## src/rtl/seg595_defs.sv

```systemverilog
// Shared constants and state encoding for the 74HC595 scan display path.
package seg595_defs;

   localparam int FRAME_W    = 14;
   localparam int SEL_W      = 6;
   localparam int BIT_CLKS   = 4;
   localparam int STCP_CLKS  = 2;
   localparam int BIT_IDX_W  = $clog2(FRAME_W);
   localparam int PHASE_W    = $clog2(BIT_CLKS);

   typedef enum logic [1:0] {
      IDLE  = 2'd0,
      SHIFT = 2'd1,
      LATCH = 2'd2
   } ser_state_t;

endpackage

```

## src/rtl/hc595_serializer.sv

```systemverilog
// Shifts one frame MSB-first into the 595 chain, then pulses the storage clock.
module hc595_serializer
   import seg595_defs::*;
(
   input  logic               sys_clk,
   input  logic               sys_rst_n,
   input  logic               start,
   input  logic [FRAME_W-1:0] frame_in,
   output logic               ds,
   output logic               shcp,
   output logic               stcp,
   output logic               done,
   output logic               idle,
   output logic               latch_last
);

   ser_state_t             state, state_n;
   logic [FRAME_W-1:0]     frame_q, frame_n;
   logic [BIT_IDX_W-1:0]   bit_idx, bit_n;
   logic [PHASE_W-1:0]     phase, phase_n;
   logic                   ds_n, shcp_n, stcp_n, done_n;

   assign idle = (state == IDLE);

   always_ff @(posedge sys_clk) begin
      if (!sys_rst_n) begin
         state   <= IDLE;
         frame_q <= '0;
         bit_idx <= '0;
         phase   <= '0;
         ds      <= 1'b0;
         shcp    <= 1'b0;
         stcp    <= 1'b0;
         done    <= 1'b0;
      end else begin
         state   <= state_n;
         frame_q <= frame_n;
         bit_idx <= bit_n;
         phase   <= phase_n;
         ds      <= ds_n;
         shcp    <= shcp_n;
         stcp    <= stcp_n;
         done    <= done_n;
      end
   end

   // ds moves only when a bit starts; shcp rises two cycles later so ds is long settled.
   always_comb begin
      state_n    = state;
      frame_n    = frame_q;
      bit_n      = bit_idx;
      phase_n    = phase;
      ds_n       = ds;
      shcp_n     = 1'b0;
      stcp_n     = 1'b0;
      done_n     = 1'b0;
      latch_last = 1'b0;
      unique case (state)
         IDLE: begin
            if (start) begin
               state_n = SHIFT;
               frame_n = frame_in;
               ds_n    = frame_in[FRAME_W-1];
               bit_n   = BIT_IDX_W'(FRAME_W-1);
               phase_n = '0;
            end
         end
         SHIFT: begin
            phase_n = phase + PHASE_W'(1);
            if (phase == PHASE_W'(BIT_CLKS-1)) begin
               phase_n = '0;
               if (bit_idx == '0) begin
                  state_n = LATCH;
                  stcp_n  = 1'b1;
               end else begin
                  bit_n   = bit_idx - BIT_IDX_W'(1);
                  frame_n = {frame_q[FRAME_W-2:0], 1'b0};
                  ds_n    = frame_q[FRAME_W-2];
               end
            end
            shcp_n = (state_n == SHIFT) && (phase_n >= PHASE_W'(BIT_CLKS/2));
         end
         LATCH: begin
            phase_n = phase + PHASE_W'(1);
            stcp_n  = 1'b1;
            if (phase == PHASE_W'(STCP_CLKS-1)) begin
               latch_last = 1'b1;
               state_n    = IDLE;
               phase_n    = '0;
               stcp_n     = 1'b0;
               done_n     = 1'b1;
            end
         end
         default: state_n = IDLE;
      endcase
   end

endmodule

```

## src/rtl/seg_595_scan_ctrl.sv

```systemverilog
// Dynamic-scan scheduler: one digit frame per scan period onto the 595 chain.
module seg_595_scan_ctrl
   import seg595_defs::*;
#(
   parameter int          DIG_NUM      = 6,
   parameter logic [24:0] SCAN_CNT_MAX = 25'd49_999,
   parameter int          SEG_W        = 8
)
(
   input  logic                     sys_clk,
   input  logic                     sys_rst_n,
   input  logic [DIG_NUM*SEG_W-1:0] seg_data,
   input  logic [DIG_NUM-1:0]       dig_en,
   output logic                     stcp,
   output logic                     shcp,
   output logic                     ds,
   output logic                     oe,
   output logic                     frame_done
);

   localparam int IDX_W = $clog2(DIG_NUM);

   logic [24:0]        scan_cnt;
   logic [IDX_W-1:0]   dig_idx;
   logic               tick, tick_pend, start;
   logic               ser_idle, latch_last;
   logic [SEG_W-1:0]   code;
   logic [SEL_W-1:0]   sel;
   logic [FRAME_W-1:0] frame;

   assign tick  = (scan_cnt == SCAN_CNT_MAX);
   assign start = ser_idle && (tick || tick_pend);

   // A tick that lands while a frame is still in flight is parked for one slot.
   always_ff @(posedge sys_clk) begin
      if (!sys_rst_n) begin
         scan_cnt  <= '0;
         tick_pend <= 1'b0;
         dig_idx   <= '0;
         oe        <= 1'b1;
      end else begin
         scan_cnt <= tick ? '0 : scan_cnt + 25'd1;
         if (start)
            tick_pend <= 1'b0;
         else if (tick)
            tick_pend <= 1'b1;
         if (latch_last) begin
            dig_idx <= (dig_idx == IDX_W'(DIG_NUM-1)) ? '0 : dig_idx + IDX_W'(1);
            oe      <= 1'b0;
         end
      end
   end

   always_comb begin
      code = '0;
      sel  = '0;
      for (int i = 0; i < DIG_NUM; i++) begin
         if (dig_idx == IDX_W'(i)) begin
            code   = seg_data[i*SEG_W +: SEG_W];
            sel[i] = dig_en[i];
         end
      end
      frame = {code, sel};
   end

   hc595_serializer u_serializer (
      .sys_clk    (sys_clk),
      .sys_rst_n  (sys_rst_n),
      .start      (start),
      .frame_in   (frame),
      .ds         (ds),
      .shcp       (shcp),
      .stcp       (stcp),
      .done       (frame_done),
      .idle       (ser_idle),
      .latch_last (latch_last)
   );

endmodule
```

## config.mk

```make
export PLATFORM = sky130hd
export DESIGN_NAME = seg_595_scan_ctrl
export DESIGN_NICKNAME = d
export VERILOG_FILES = /design/src/rtl/seg595_defs.sv /design/src/rtl/hc595_serializer.sv /design/src/rtl/seg_595_scan_ctrl.sv
export SDC_FILE = /design/constraint.sdc
export NUM_CORES = 1
export LEC_CHECK = 0
export ABC_CLOCK_PERIOD_IN_PS = 2300
export BUFFER_PORTS_ARGS = -buffer_cell sky130_fd_sc_hd__buf_2
export CAP_MARGIN = 20
export CORE_MARGIN = 5
export CORE_UTILIZATION = 45
export CTS_BUF_LIST = sky130_fd_sc_hd__clkbuf_8
export CTS_CLUSTER_DIAMETER = 60
export CTS_CLUSTER_SIZE = 30
export DETAILED_ROUTE_END_ITERATION = 6
export HOLD_SLACK_MARGIN = 0.06
export PLACE_DENSITY = 0.8
export SLEW_MARGIN = 10
export SYNTH_ARGS = -nofsm -noshare
export SYNTH_HDL_FRONTEND = slang
export SYNTH_SLANG_ARGS = --single-unit
```

## constraint.sdc

```tcl
create_clock -name sys_clk -period 2.3 [get_ports sys_clk]
set_input_delay 0.115 -clock sys_clk [delete_from_list [all_inputs] [get_ports sys_clk]]
set_output_delay 0.115 -clock sys_clk [all_outputs]
set_load 0.005 [all_outputs]
```

# Word-level counts from Yosys, hierarchy flattened
# Cells that the tools add are included.
# totals
ff_bits,55
inputBits,56
out_inout_bits,5
wordCells,89
# op_classes
n_addsub,4
n_lt_le_gt_ge,1
eq_ne,15
mux,42
bitwise_logic,1
n_reduce_logical,14
# op_table
cell,n
two-way mux 8 bit,6
two-way mux 13 bit,3
case mux 13 bit (2 select lines),1
adder 25 x 1 -> 25 bit (second input constant),1
equality test 25 x 16 -> 1 bit (second input constant),1
two-way mux 2 bit,9
two-way mux 1 bit,14
two-way mux 4 bit,3
case mux 2 bit (3 select lines),2
case mux 4 bit (2 select lines),1
equality test 2 x 1 -> 1 bit (second input constant),3
equality test 3 x 2 -> 1 bit (second input constant),2
equality test 3 bit (second input constant),2
AND reduction 2 bit,3
equality test 2 bit (second input constant),2
zero test 4 bit,1
!= test 2 x 1 -> 1 bit (second input constant),2
!= test 2 bit (second input constant),2
case mux 1 bit (2 select lines),2
AND reduction 4 bit,1
OR reduction 2 bit,2
subtractor 4 x 1 -> 4 bit (second input constant),1
adder 3 x 1 -> 3 bit (second input constant),1
equality test 3 x 1 -> 1 bit (second input constant),1
other kinds (10),11

# Longest topological paths before layout
# depth
ltp_word,9
depth_mapped,11
ltp_nobuf,7

# Hierarchy
# Synthesis repeated with hierarchy kept, for this count alone.
# unflattened
hier_cells,382
hier_area_um2,3313.2
# modules_own_cells
module,n_inst,cells_each,area_each_um2,seq_area_each_um2
seg_595_scan_ctrl,1,244,1989.4,600.6
hc595_serializer,1,138,1323.8,500.5

# Worst setup path after synthesis
# OpenSTA, ideal clock, no wires.
# synth_timing
path_kind,flip-flop to flip-flop
start,register dig_idx[1]
end,register u_serializer.frame_q[11]
setup_time_ns,0.069
arrival_ns,2.336
t_required_ns,2.231
slack_ns,-0.105
stages_incl_launch_ff,12
n_path_buf,4
period_less_slack_ns,2.405
cell_sequence,dfxtp_1 -> buf_2 -> clkbuf_1 -> and2_1 -> ha_1 -> clkbuf_1 -> nand2b_1 -> clkbuf_1 -> a21oi_1 -> a2111oi_0 -> o221ai_1 -> o21ai_1
# synth_via
elab_chain_len,9
word_cells_on_any_way,14
cone_classes,eq/ne (5); mux (8); reduce/logical (1)
# synth_lines
item,line,text
from (decl),seg_595_scan_ctrl.sv:24,logic [IDX_W-1:0] dig_idx;
from (signal assigned),seg_595_scan_ctrl.sv:48,dig_idx <= (dig_idx == IDX_W'(DIG_NUM-1)) ? '0 : dig_idx + IDX_W'(1);
zero test 3 bit,seg_595_scan_ctrl.sv:58,if (dig_idx == IDX_W'(i)) begin
two-way mux 8 bit (5 in a row),seg_595_scan_ctrl.sv:58,
two-way mux 8 bit (*),seg_595_scan_ctrl.sv:58,
two-way mux 13 bit (*),hc595_serializer.sv:60,if (start) begin
case mux 13 bit (2 select lines) (*),hc595_serializer.sv:58,unique case (state)
to (signal assigned),hc595_serializer.sv:37,frame_q <= frame_n;
to (decl),hc595_serializer.sv:18,"logic [FRAME_W-1:0] frame_q, frame_n;"
# Mark *: on every way between the ends. The rest lies on a longest branch, timed or not. The select of a mux whose other input is x is not followed.
# A chain may end at the register's enable or synchronous reset.

# Final worst setup path
# layout_timing
start,register scan_cnt[7]
end,register u_serializer.frame_q[6]
# layout_via
elab_chain_len,5
# layout_lines
item,line,text
from (decl),seg_595_scan_ctrl.sv:23,logic [24:0] scan_cnt;
from (signal assigned),seg_595_scan_ctrl.sv:42,scan_cnt <= tick ? '0 : scan_cnt + 25'd1;
equality test 25 x 16 -> 1 bit,seg_595_scan_ctrl.sv:31,assign tick = (scan_cnt == SCAN_CNT_MAX);
logical OR 1 bit,seg_595_scan_ctrl.sv:32,assign start = ser_idle && (tick || tick_pend);
logical AND 1 bit,seg_595_scan_ctrl.sv:32,
!= test 2 bit (no line),--,
AND reduction 4 bit (no line),--,
# No other way between the ends.

==> results.py <==
metrics = {
    "cts": {
        "clock_latency_ns": 0.30,
        "cts_setup_buffers": 0,
        "path_clk_slew_ns": 0.09,
        "cts_htree_levels": 2,
        "clock-root-buffer": "clkbuf_8",
        "cts_buffer_depth": 2,
        "numCtsBuffers": 5,
        "clock_sinks": 55,
        "cts_tree": "yes",
    },
    "logic_synthesis": {
        "synth_compound_area_share_pct": 19.79,
        "synth.ff_latch_count": 55,
        "seq_area_frac_synth_pct": 34.69,
        "synthAdderAreaFrac_pct": 3.942,
        "yosysWarnings": 0,
        "synthesis.area_mm2": 0.003174,
        "synth-xor-area-share_pct": 6.622,
        "async_reset_ff_share_pct": 0,
        "synth_top_family_by_area": "simple AND/OR/NAND/NOR gates",
        "synth_edf_count": 0,
        "synth_fp_nets": 460,
        "synthMuxAreaShare_pct": 3.153,
        "yosys.area_share.simple_pct": 25.42,
        "synth_top_flop_cell": "dfxtp_1",
        "syn_avg_cell_area_um2": 8.057,
        "syn-instance-count": 394,
        "synth.distinct_cells": 52,
    },
    "global_routing": {
        "grt_pass1_wl_um": 12810,
        "antenna_found_initial": 0,
        "grt_use_total_pct": 17.50,
        "grt_pass1_vias": 2908,
        "grt_max_degree": 43,
        "grt_remaining_overflow": 0,
    },
    "placement": {
        "portBuffers": 60,
        "placed_area_mm2": 0.003588,
        "post-dp-hpwl_um": 5645,
        "gp_congestion": 0.8198,
    },
    "pwr": {
        "seqPwrFrac_pct": 56.7,
        "power_w": 0.001691,
        "intPower_w": 0.001334,
        "swShare_pct": 21.11,
        "power_density_mw_per_mm2": 456.4,
        "power.switching_w": 0.0003569,
        "peakVddDrop_mv": 0.4039,
        "p_clk_share_pct": 36.6,
        "leakagePower_nw": 1.406,
        "comb_power_share_pct": 6.7,
    },
    "sta": {
        "fin_crit_sh_pct": 87.97,
        "period_needed_ns": 2.023,
        "tightest_slew_ns": 0.5456,
        "clock_skew_ns": 0.003744,
        "rsz0062_at_grt": "no",
        "relSlewSlack_pct": 62.69,
        "setup_viol": 0,
        "fin_tns_setup_ns": 0,
        "slew_violations": 0,
        "clock.fmax_mhz": 494.3,
        "finalHoldViolations": 0,
    },
    "routing": {
        "drc": 0,
        "drt-total-wl_um": 7545,
        "firstDrtPassIters": 5,
        "drt_iter0_drc": 159,
        "via_per_inst": 5.497,
        "num_vias": 2996,
        "wl_per_cell_um": 13.84,
        "postRouteAntennaNets": 0,
    },
    "cells_and_area": {
        "fillers": 650,
        "multi_input_area_mm2": 0.001871,
        "fin_util_pct": 54.23,
        "area_growth_pct": 16.71,
        "drive_gt1_share_pct": 19.15,
        "ff_latch_area_mm2": 0.001101,
        "diodes": 0,
        "final_cell_mix": "60 x buf_2, 55 x dfxtp_1, 35 x nand2_1, 34 x nor2_1, 27 x nand3_1",
        "fin_area_mm2": 0.003705,
        "nets": 515,
        "layout_commonest_cell": "buf_2",
    },
    "setup_path": {
        "required_ns": 2.48,
        "critPathKind": "register to register",
        "critPathMaxStageDelay_ns": 0.57,
        "arrival_ns": 2.20,
        "critPathBufInv": 1,
        "cp_slowest_cell": "or4_4",
        "cp-end-kind": "register",
        "path_cells": "or4_4 > o41ai_1 > nand3_1 > buf_4 > nand3_1 > o21ai_0",
        "critPathLaunchType": "register",
        "crit_family": "simple AND/OR/NAND/NOR gates",
        "worstPathMaxFanout": 29,
        "cp_common_cell": "nand3_1",
    },
    "floorplanning": {
        "pin_count": 61,
        "core_mm2": 0.006832,
        "die_h_um": 93.99,
        "rows": 30,
        "start_util_pct": 46.47,
        "die_area_mm2": 0.008834,
        "die_w_um": 93.99,
    },
    "outcome": {
        "status": "completed",
    },
    "flow_run": {
        "max_cap_violations": 0,
    },
    "hold_path": {
        "hp-class": "input port to register",
    },
}
## synthesized netlist by cell type, types with 9 or more instances
master / number / area (um2)
dfxtp_1: 55 / 1101
nand2_1: 35 / 131.4
nor2_1: 34 / 127.6
nand3_1: 27 / 135.1
inv_1: 19 / 71.32
o21ai_0: 19 / 95.09
a21oi_1: 18 / 90.09
clkbuf_1: 18 / 67.56
a2111oi_0: 17 / 148.9
xnor2_1: 15 / 131.4
nor2b_1: 13 / 81.33
o21ai_1: 12 / 60.06
ha_1: 10 / 125.1
mux2i_1: 10 / 100.1
xor2_1: 9 / 78.83
## per-layer routing
layer  global-route usage (%)  part of all wire (%)  vias to the layer above
met3                    3.285                   4.2                        7
met2                    31.22                    49                       70
met5                        0                     0                        -
met1                    21.38                    45                     1394
li1                         -                     -                     1525
met4                    4.693                   1.1                        0
## worst register-to-register path, cell delays in order, from the launching register on
cell	delay, ns
dfxtp_1	0.36
or4_4	0.57
o41ai_1	0.40
nand3_1	0.11
buf_4	0.24
nand3_1	0.12
o21ai_0	0.10
## timing repair
action | CTS | global route
resized for setup | 0 | 0
hold buffers | 1 | 0
hold endpoints to repair | 1 | 0
## kinds of logic after synthesis
logic type,after synthesis
xor gates and xnor gates,24
AOI/OAI and AO/OA,92
muxes,10
adders and majority gates,10
DFF,55
buffers and inverters,48
and+or+nand+nor,155
## path summary, 6_finish.rpt
kind	startpoint	end	slack [ns]	cells after the start
max reg2reg	scan_cnt[7]	u_serializer.frame_q[6]	0.28	6
min	dig_en[0]	u_serializer.frame_q[0]	0.08	3
min reg2reg	oe	oe	0.44	2
max	scan_cnt[7]	u_serializer.frame_q[6]	0.28	6
## registers in the layout, indices dropped and copies added (netlist names)
signal	count
tick_pend	1
scan_cnt	25
u_serializer.frame_q	13
u_serializer.shcp	1
u_serializer.stcp	1
u_serializer.phase	2
u_serializer.ds	1
u_serializer.done	1
oe	1
dig_idx	3
u_serializer.state	2
u_serializer.bit_idx	4
## power by group through the flow
| stage | logic [W] | clock network, W | registers [W] |
|---|---|---|---|
| finish | 0.000113 | 0.000619 | 0.000959 |
| global route | 0.000126 | 0.000682 | 0.000961 |
| global placement | 0.000109 | 0 | 0.000982 |
| detailed placement | 0.000111 | 0 | 0.000982 |
| floorplan | 0.0000537 | 0 | 0.000981 |
| CTS | 0.000113 | 0.000642 | 0.000959 |
## per-stage QoR
step                      instances  setup WS [ns]  hold WS (ns)
after global routing            545        0.09805       0.06434
after global placement          537         0.3485        0.3693
after floorplan                 394        0.03405        0.2630
after CTS                       545         0.2888       0.06682
after detailed placement        537         0.3334        0.3814
final                           545         0.2768       0.07756
## area by class of cell
| type | instances | area share (%) |
|---|---|---|
| inverter | 21 | 2.128 |
| timing repair buffer | 75 | 11.55 |
| tap | 96 | 3.242 |
| sequential | 55 | 29.72 |
| multi-input combinational | 291 | 50.49 |
| clock inverter | 2 | 1.013 |
| clock buffer | 5 | 1.857 |
No activity file was read; power rests on OpenSTA's default activity.
